$ cat config.mk
export PLATFORM = sky130hd
export DESIGN_NAME = param_regfile_dump
export DESIGN_NICKNAME = d
export VERILOG_FILES = /design/src/rtl/regfile_pkg.sv /design/src/rtl/regfile_dump_seq.sv /design/src/rtl/param_regfile_dump.sv
export SDC_FILE = /design/constraint.sdc
export NUM_CORES = 1
export LEC_CHECK = 0
export ABC_AREA = 1
export CAP_MARGIN = 20
export CORE_AREA = 2 2 99 101
export DETAILED_ROUTE_END_ITERATION = 10
export DIE_AREA = 0 0 101 103
export GPL_TIMING_DRIVEN = 0
export PLACE_DENSITY = 0.77
export SYNTH_ARGS = -nofsm -noshare
export SYNTH_HDL_FRONTEND = slang
export SYNTH_SLANG_ARGS = --single-unit
$ cat constraint.sdc
create_clock -name clk -period 2.5 [get_ports clk]
set_input_delay 0.5 -clock clk [delete_from_list [all_inputs] [get_ports clk]]
set_output_delay 0.5 -clock clk [all_outputs]
set_load 0.05 [all_outputs]
$ cat src/rtl/regfile_pkg.sv
// ============================================================================
// regfile_pkg : shared types and helpers for param_regfile_dump
// Rev 1.0     : initial release
// ============================================================================
`default_nettype none

package regfile_pkg;

  typedef enum logic [1:0] {
    ST_IDLE = 2'd0,
    ST_EMIT = 2'd1,
    ST_DONE = 2'd2
  } dump_state_e;

  localparam int PARITY_MAX_W = 256;

  // Even-parity bit: XOR of all data bits, so data plus this bit has even weight.
  function automatic logic even_parity(input logic [PARITY_MAX_W-1:0] value);
    return ^value;
  endfunction

endpackage

`default_nettype wire

$ cat src/rtl/regfile_dump_seq.sv
// ============================================================================
// regfile_dump_seq : dump FSM walking every register index over valid/ready
// Rev 1.0          : initial release
// ============================================================================
`default_nettype none

module regfile_dump_seq
  import regfile_pkg::*;
#(
  parameter int NUM_REGS = 8,
  parameter int ADDR_W   = 3
) (
  input  logic              clk,
  input  logic              rst_n,
  input  logic              ena,
  input  logic              dump_start,
  input  logic              dump_ready,
  output logic              dump_valid,
  output logic [ADDR_W-1:0] dump_addr,
  output logic              dump_busy,
  output logic              dump_done
);

  localparam logic [ADDR_W-1:0] LAST_ADDR = ADDR_W'(NUM_REGS - 1);

  dump_state_e       state_q, state_d;
  logic [ADDR_W-1:0] addr_q, addr_d;

  always_ff @(posedge clk or negedge rst_n) begin
    if (!rst_n) begin
      state_q <= ST_IDLE;
      addr_q  <= '0;
    end else begin
      state_q <= state_d;
      addr_q  <= addr_d;
    end
  end

  always_comb begin
    state_d    = state_q;
    addr_d     = addr_q;
    dump_valid = 1'b0;
    dump_busy  = 1'b0;
    dump_done  = 1'b0;
    case (state_q)
      ST_IDLE: begin
        if (ena && dump_start) begin
          state_d = ST_EMIT;
          addr_d  = '0;
        end
      end
      ST_EMIT: begin
        dump_valid = 1'b1;
        dump_busy  = 1'b1;
        if (ena && dump_ready) begin
          if (addr_q == LAST_ADDR) begin
            state_d = ST_DONE;
          end else begin
            addr_d = addr_q + ADDR_W'(1);
          end
        end
      end
      ST_DONE: begin
        // Leaves unconditionally so the done pulse is exactly one cycle wide.
        dump_busy = 1'b1;
        dump_done = 1'b1;
        state_d   = ST_IDLE;
      end
      default: state_d = ST_IDLE;
    endcase
  end

  assign dump_addr = addr_q;

endmodule

`default_nettype wire

$ cat src/rtl/param_regfile_dump.sv
// ============================================================================
// param_regfile_dump : parametrised register file, bypassed read ports, dump
//                      streamer; optional parity under REGFILE_PARITY_EN
// Rev 1.0            : initial release
// ============================================================================
`default_nettype none

module param_regfile_dump
  import regfile_pkg::*;
#(
  parameter  int DATA_W   = 8,
  parameter  int NUM_REGS = 8,
  parameter  int NUM_RD   = 2,
  parameter  int R0_ZERO  = 0,
  localparam int ADDR_W   = $clog2(NUM_REGS)
) (
  input  logic                     clk,
  input  logic                     rst_n,
  input  logic                     ena,
  input  logic                     wr_en,
  input  logic [ADDR_W-1:0]        wr_addr,
  input  logic [DATA_W-1:0]        wr_data,
  input  logic [NUM_RD*ADDR_W-1:0] rd_addr,
  output logic [NUM_RD*DATA_W-1:0] rd_data,
  input  logic                     dump_start,
  output logic                     dump_valid,
  input  logic                     dump_ready,
  output logic [ADDR_W-1:0]        dump_addr,
  output logic [DATA_W-1:0]        dump_data,
  output logic                     dump_busy,
  output logic                     dump_done,
`ifdef REGFILE_PARITY_EN
  input  logic                     par_inject,
`endif
  output logic                     par_err
);

  localparam int              NUM_PORTS    = NUM_RD + 1;
  localparam logic [ADDR_W:0] NUM_REGS_EXT = (ADDR_W + 1)'(NUM_REGS);

  logic [DATA_W-1:0] mem_q [NUM_REGS];
  logic              wr_ok;

  assign wr_ok = ena && wr_en && ({1'b0, wr_addr} < NUM_REGS_EXT)
                 && !((R0_ZERO != 0) && (wr_addr == '0));

  always_ff @(posedge clk or negedge rst_n) begin
    if (!rst_n) begin
      for (int i = 0; i < NUM_REGS; i++) mem_q[i] <= '0;
    end else if (wr_ok) begin
      mem_q[wr_addr] <= wr_data;
    end
  end

  regfile_dump_seq #(
    .NUM_REGS (NUM_REGS),
    .ADDR_W   (ADDR_W)
  ) u_dump_seq (
    .clk        (clk),
    .rst_n      (rst_n),
    .ena        (ena),
    .dump_start (dump_start),
    .dump_ready (dump_ready),
    .dump_valid (dump_valid),
    .dump_addr  (dump_addr),
    .dump_busy  (dump_busy),
    .dump_done  (dump_done)
  );

`ifdef REGFILE_PARITY_EN
  logic                 par_q [NUM_REGS];
  logic                 par_err_q;
  logic [NUM_PORTS-1:0] par_bad;

  always_ff @(posedge clk or negedge rst_n) begin
    if (!rst_n) begin
      for (int i = 0; i < NUM_REGS; i++) par_q[i] <= 1'b0;
      par_err_q <= 1'b0;
    end else begin
      if (wr_ok) par_q[wr_addr] <= even_parity(PARITY_MAX_W'(wr_data)) ^ par_inject;
      if (|par_bad) par_err_q <= 1'b1;
    end
  end

  assign par_err = par_err_q;
`else
  assign par_err = 1'b0;
`endif

  // Port index NUM_RD is the dump path; it shares the read/bypass logic.
  for (genvar k = 0; k < NUM_PORTS; k++) begin : g_port
    logic [ADDR_W-1:0] addr;
    logic [DATA_W-1:0] val;
    logic              in_rng;
    logic              forced0;
    logic              byp;

    if (k < NUM_RD) begin : g_rd
      assign addr                        = rd_addr[k*ADDR_W +: ADDR_W];
      assign rd_data[k*DATA_W +: DATA_W] = val;
    end else begin : g_dump
      assign addr      = dump_addr;
      assign dump_data = val;
    end

    assign in_rng  = ({1'b0, addr} < NUM_REGS_EXT);
    assign forced0 = (R0_ZERO != 0) && (addr == '0);
    assign byp     = wr_ok && (wr_addr == addr);
    assign val     = (!in_rng || forced0) ? '0 : (byp ? wr_data : mem_q[addr]);

`ifdef REGFILE_PARITY_EN
    assign par_bad[k] = ena && ((k < NUM_RD) || dump_valid) && in_rng && !forced0 && !byp
                        && (even_parity(PARITY_MAX_W'(mem_q[addr])) != par_q[addr]);
`endif
  end

endmodule

`default_nettype wire

==> impl_metrics.py, run 1 <==
metrics = {
    "sta": {
        "finalClockSkew_ns": 0.000473,
        "final.period_utilization_pct": 98.9,
        "whs_ns": 0.262,
        "hold_viol_final": 0,
        "fin_crit_ns": 2.47,
        "max-slew-margin-rel_pct": 40.5,
        "rsz0062_at_grt": "yes",
        "worst_slew_pin_slew_ns": 0.893,
        "slew_viol_final": 0,
        "clock.fmax_ghz": 0.405,
        "finalSetupViolations": 0,
    },
    "synth": {
        "synth_cell_type_count": 25,
        "synth-seq-area-share_pct": 34.1,
        "syn_area_per_cell_um2": 6.16,
        "synth-main-ff-cell": "dfrtp_1",
        "ys_seq_elements": 69,
        "synth_edf_count": 0,
        "synthCells": 822,
        "netlist_area_um2": 5060,
        "async_reset_ff_share_pct": 100,
        "yosysTopAreaCell": "dfrtp_1",
        "yosysWarnings": 0,
        "ys_top_cells_by_count": "nand2_1 (347), nand3_1 (167), inv_1 (80)",
        "synth_top_cell_area_share_pct": 34.1,
        "synth_most_common_cell": "nand2_1",
        "syn-num-nets": 851,
        "ys_top_cells_by_area": "dfrtp_1 (34%), nand2_1 (26%), nand3_1 (17%), inv_1 (5.9%), o21ai_1 (3.9%)",
    },
    "critical_path": {
        "cp-start-kind": "register",
        "cp.required_ns": 2.00,
        "endpoint_kind": "primary output",
        "ff2ff_path_depth": 8,
        "crit_slowest_cell": "dfrtp_2",
        "max_stage_delay_ns": 0.45,
        "crit_top_cell": "nand3_1",
        "crit_fanout": 10,
        "cp_cell_sequence": "buf_6 -> clkbuf_2 -> nand2_1 -> nand3_1 -> nand3_1 -> nand3_1 -> nand2_1 -> buf_6",
        "arrival_ns": 1.97,
        "path_class": "reg2out",
    },
    "global_routing": {
        "grt_pass1_vias": 5668,
        "overflow": 0,
        "grt_max_degree": 70,
        "grt_antenna_before_repair": 0,
        "grt_usage_pct": 39.0,
        "grt_pass1_wl_mm": 30.3,
    },
    "place": {
        "io_buffers": 45,
        "hpwl_mm": 13.6,
        "gp_congestion": 0.975,
    },
    "clock_network": {
        "clock_latency_ns": 0.36,
        "cts_tree": "yes",
        "cts_max_level": 3,
        "cts_num_sinks": 69,
        "clock_path_buffers": 2,
        "numCtsBuffers": 9,
        "cts.clk_slew.worst_paths_ns": 0.08,
        "cts_hold_buf": 0,
        "cts-root-buf": "clkbuf_8",
    },
    "route": {
        "firstDrtPassIters": 6,
        "wl_per_cell_um": 19.6,
        "via_per_inst": 5.94,
        "num_vias": 5993,
        "wl_mm": 19.7,
        "drtAntennaViolNets": 0,
        "drt_iter0_markers": 656,
        "drc": 0,
    },
    "power_and_ir_drop": {
        "switching_share_pct": 49.0,
        "leakage_uw": 0.00337,
        "pwr-share-clk_pct": 17.8,
        "intPower_uw": 3030,
        "pwr-share-seq_pct": 25.6,
        "p_sw_uw": 2910,
        "total_power_uw": 5940,
        "p_per_area_nw_per_um2": 970,
        "pwr-share-comb_pct": 56.5,
        "peakVddDrop_v": 0.000576,
    },
    "floorplan": {
        "fp.dieH_um": 103,
        "num_rows": 36,
        "start_util_pct": 53.5,
        "coreArea_um2": 9460,
        "die_x_um": 101,
        "dieArea_um2": 10400,
        "io_pins": 54,
    },
    "worst_hold_path": {
        "hold_path.class": "in2async",
    },
    "outcome": {
        "status": "finished clean",
    },
    "layout": {
        "syn2layout_area_growth_pct": 21.0,
        "antenna_cells": 0,
        "fin_nets": 919,
        "layout-drive-gt1-share_pct": 15.1,
    },
    "flow_run": {
        "drv_cap": 0,
    },
}
metrics by stage:
stage | instances | instance area, um2 | util (%) | worst slack [ns] | TNS, ns
2_1_floorplan | 822 | 5060 | - | 0.156 | 0
3_3_place_gp | 981 | 5660 | 59.8 | -1.32 | -110.38
3_5_place_dp | 981 | 5650 | 59.8 | -0.883 | -19.81
4_1_cts | 1002 | 5980 | 63.2 | 0.00220 | 0
5_1_grt | 1009 | 6130 | 64.8 | -0.0167 | -0.0477
6_report | 1009 | 6130 | 64.8 | 0.0282 | 0
power by group through the flow:
stage / Sequential, uW / Clock [uW] / Combinational [uW]
4_1_cts: 1510 / 1060 / 3060
3_3_place_gp: 1520 / 0 / 2930
3_5_place_dp: 1530 / 0 / 2990
2_1_floorplan: 1540 / 0 / 2040
6_report: 1520 / 1060 / 3360
5_1_grt: 1550 / 1110 / 3600
per-layer routing:
layer  vias to the layer above  part of all wire, %  track usage, %  wire, um
met3                        82                   13            8.41      2560
met5                         -                    0               0         0
met2                       451                   44            61.6      8690
li1                       2735                    -               -         -
met4                         0                  4.8            19.8       939
met1                      2725                   38            50.7      7550
cell families after synthesis:
group	count (synthesis)	synth area share, %
flops	69	34.1
compound gates	67	6.62
other cells	1	0.0741
fa+ha+maj	6	1.48
buf+inv	135	11.7
simple gates	544	46.0
worst paths after layout:
path | startpoint | to | slack [ns]
worst max-delay path | u_dump_seq.dump_addr[0] | dump_data[1] | 0.03
worst min-delay path | rst_n | mem_q[21] | 0.26
worst max register to register | u_dump_seq.dump_addr[0] | u_dump_seq.dump_addr[0] | 0.80
worst min register to register | mem_q[16] | mem_q[16] | 0.49
max in group asynchronous | rst_n | u_dump_seq.dump_addr[2] | 1.63
min in group clk | mem_q[16] | mem_q[16] | 0.49
cell usage in the layout (no fill, tap or decap), types with 3 or more instances in the layout:
cell             Yosys  routed
inv_4                0       3
buf_6                5      25
nand2_2              9      11
dlygate4sd2_1        0       3
clkbuf_2             0       7
inv_2               10       8
ha_1                 6       6
nor2_4               1       5
nand2_1            347     344
buf_2               21      18
dfrtp_1             69      67
nor2_2               2       3
clkbuf_8             0       9
inv_1               80      78
nand3_1            167     166
nor2_1              12       7
nand2_4              3       6
o21ai_1             39      39
buf_4                6      22
o21ai_0             27      27
clkdlybuf4s50_1      0      15
registers in the layout (all words and copies together) (netlist names):
register              flops
u_dump_seq.state_q        2
u_dump_seq.dump_addr      3
mem_q                    64
worst max-delay path, delay by kind of cell, from the launching register on:
family | cells | cell delay (ns)
and+or+nand+nor | 5 | 0.58
buffers and inverters | 3 | 0.57
DFF | 1 | 0.45
what timing repair did:
item,4_1_cts,5_1_grt
cloned,2,1
pin swaps,4,5
gates resized for setup,183,36
setup buffers,3,6
setup endpoints to repair,24,25
cell type report:
type | count | area (um2)
Fill cell | 864 | 3330
Clock buffer | 9 | 124
Buffer | 43 | 289
Timing Repair Buffer | 55 | 551
Tap cell | 114 | 143
Multi-Input combinational cell | 620 | 2820
Inverter | 92 | 377
Sequential cell | 69 | 1730
Clock inverter | 7 | 98.8
Power figures use the tool's default switching activity.
==> inputs of run 2 (changes only) <==
SKIP_CTS_REPAIR_TIMING = 1   (was not set)
==> run 2 against run 1 <==
Against the previous run:
- non-clock buffer count decreased by 1
- first-iteration DRC count increased by 14%
- critical path depth unchanged
- clock power barely moved
- worst hold slack better by 0.0085 ns
- total power fell by 1.6%
- register-to-register slack improved by 0.03 ns
- clock-buffer cell count unchanged
- flip-flop and latch count is the same
- die area stayed put
- via count increased by 0.38%
==> impl_metrics.py, run 2 (synthesis gave the netlist of run 1 again) <==
metrics = {
    "sta": {
        "clock.fmax_ghz": 0.403,
        "rsz0062_at_grt": "yes",
        "final.period_utilization_pct": 99.4,
        "slew_viol_final": 0,
        "finalSetupTns_ns": 0,
        "finalWorstSetupSlack_ns": 0.0158,
        "hold_viol_final": 0,
        "fin_crit_ns": 2.48,
        "worst_slew_pin_slew_ns": 0.898,
        "whs_ns": 0.271,
        "finalClockSkew_ns": 0.000548,
        "finalSetupViolations": 0,
        "max-slew-margin-rel_pct": 40.2,
    },
    "clock_network": {
        "cts.clk_slew.worst_paths_ns": 0.09,
        "cts_tree": "yes",
        "cts_num_sinks": 69,
        "clock_latency_ns": 0.36,
        "cts-root-buf": "clkbuf_8",
        "cts_max_level": 3,
        "numCtsBuffers": 9,
        "clock_path_buffers": 2,
    },
    "power_and_ir_drop": {
        "leakage_uw": 0.00339,
        "total_power_uw": 5840,
        "peakVddDrop_v": 0.000535,
        "p_per_area_nw_per_um2": 961,
    },
    "critical_path": {
        "reg2reg_from": "u_dump_seq.dump_addr[0]",
        "r2r_slack_ns": 0.83,
        "cp.required_ns": 2.00,
        "crit_fanout": 10,
        "cp-start-kind": "register",
        "arrival_ns": 1.98,
        "ff2ff_path_depth": 8,
        "path_class": "reg2out",
        "r2r-end": "u_dump_seq.dump_addr[0]",
        "endpoint_kind": "primary output",
    },
    "floorplan": {
        "io_pins": 54,
        "die_x_um": 101,
        "start_util_pct": 53.5,
        "dieArea_um2": 10400,
        "fp.dieH_um": 103,
        "coreArea_um2": 9460,
        "num_rows": 36,
    },
    "global_routing": {
        "grt_max_degree": 70,
        "grt_pass1_wl_mm": 29.6,
        "grt_usage_pct": 38.0,
        "grt_pass1_vias": 5667,
        "grt_antenna_before_repair": 0,
        "overflow": 0,
    },
    "route": {
        "drc": 0,
        "via_per_inst": 5.97,
        "drtAntennaViolNets": 0,
        "drt_iter0_markers": 746,
        "firstDrtPassIters": 8,
        "num_vias": 6016,
        "wl_mm": 19.4,
        "wl_per_cell_um": 19.3,
    },
    "layout": {
        "multiInputGateArea_um2": 2810,
        "layout-drive-gt1-share_pct": 14.6,
        "final_common_cell": "nand2_1",
        "fin_nets": 917,
        "largest_reg_flops": 64,
        "seqCellArea_um2": 1730,
        "most-common-layout-cells": "nand2_1 (347), nand3_1 (163), inv_1 (78)",
        "regMostFlops": "mem_q",
        "fillers": 876,
        "syn2layout_area_growth_pct": 20.1,
        "finalInstanceArea_um2": 6080,
        "antenna_cells": 0,
    },
    "place": {
        "gp_congestion": 0.975,
        "hpwl_mm": 13.6,
        "placed_cell_area_um2": 5650,
        "io_buffers": 45,
        "dp_slack_ns": -0.883,
    },
    "worst_hold_path": {
        "hold_path.class": "in2async",
    },
    "flow_run": {
        "drv_cap": 0,
    },
    "outcome": {
        "status": "finished clean",
    },
}
[run 2: area by class of cell]
| type | count | area share, % |
|---|---|---|
| buffer | 43 | 4.67 |
| clock buffer | 9 | 2.04 |
| clock inverter | 7 | 1.63 |
| inverter | 92 | 6.13 |
| multi-input combinational | 619 | 46.2 |
| sequential | 69 | 28.4 |
| tap | 114 | 2.35 |
| timing repair buffer | 54 | 8.56 |
[run 2: per-layer routing]
metal | share of wire, % | vias to the layer above | GRT usage [%]
met5 | 0 | - | 0
met1 | 40 | 2789 | 49.1
met4 | 4.3 | 0 | 20.3
met2 | 45 | 435 | 60.4
met3 | 11 | 68 | 7.80
li1 | - | 2724 | -
[run 2: worst max-delay path, cell delays in order, from the launching register on]
cell and delay (ns):
dfrtp_1 0.41, buf_6 0.18, buf_2 0.35, nand2_1 0.11
nand3_1 0.09, nand3_1 0.12, nand3_1 0.12, nand2_1 0.06
buf_4 0.18
[run 2: worst max path at each step]
stage,from,endpoint,slack (ns),cells past startpoint
after floorplan,u_dump_seq.dump_addr[2],dump_data[0],0.16,8
after global placement,rst_n,mem_q[55],-1.32,1
after detailed placement,ena,rd_data[5],-0.88,10
after CTS,ena,rd_data[5],-0.90,10
after global routing,u_dump_seq.dump_addr[0],dump_data[2],-0.05,9
final,u_dump_seq.dump_addr[0],dump_data[5],0.02,8
[run 2: power breakdown]
part	leakage (uW)	total [uW]	internal (uW)	switching [uW]
logic	0.00241	3270	1050	2220
clock network	0.000110	1060	567	489
registers	0.000878	1520	1360	159
total	0.00339	5840	2980	2860
[run 2: per-stage QoR]
step | util (%) | std cells
after floorplan | - | 822
after global placement | 59.8 | 981
after detailed placement | 59.8 | 981
after CTS | 62.1 | 997
after global routing | 64.3 | 1007
final | 64.3 | 1007
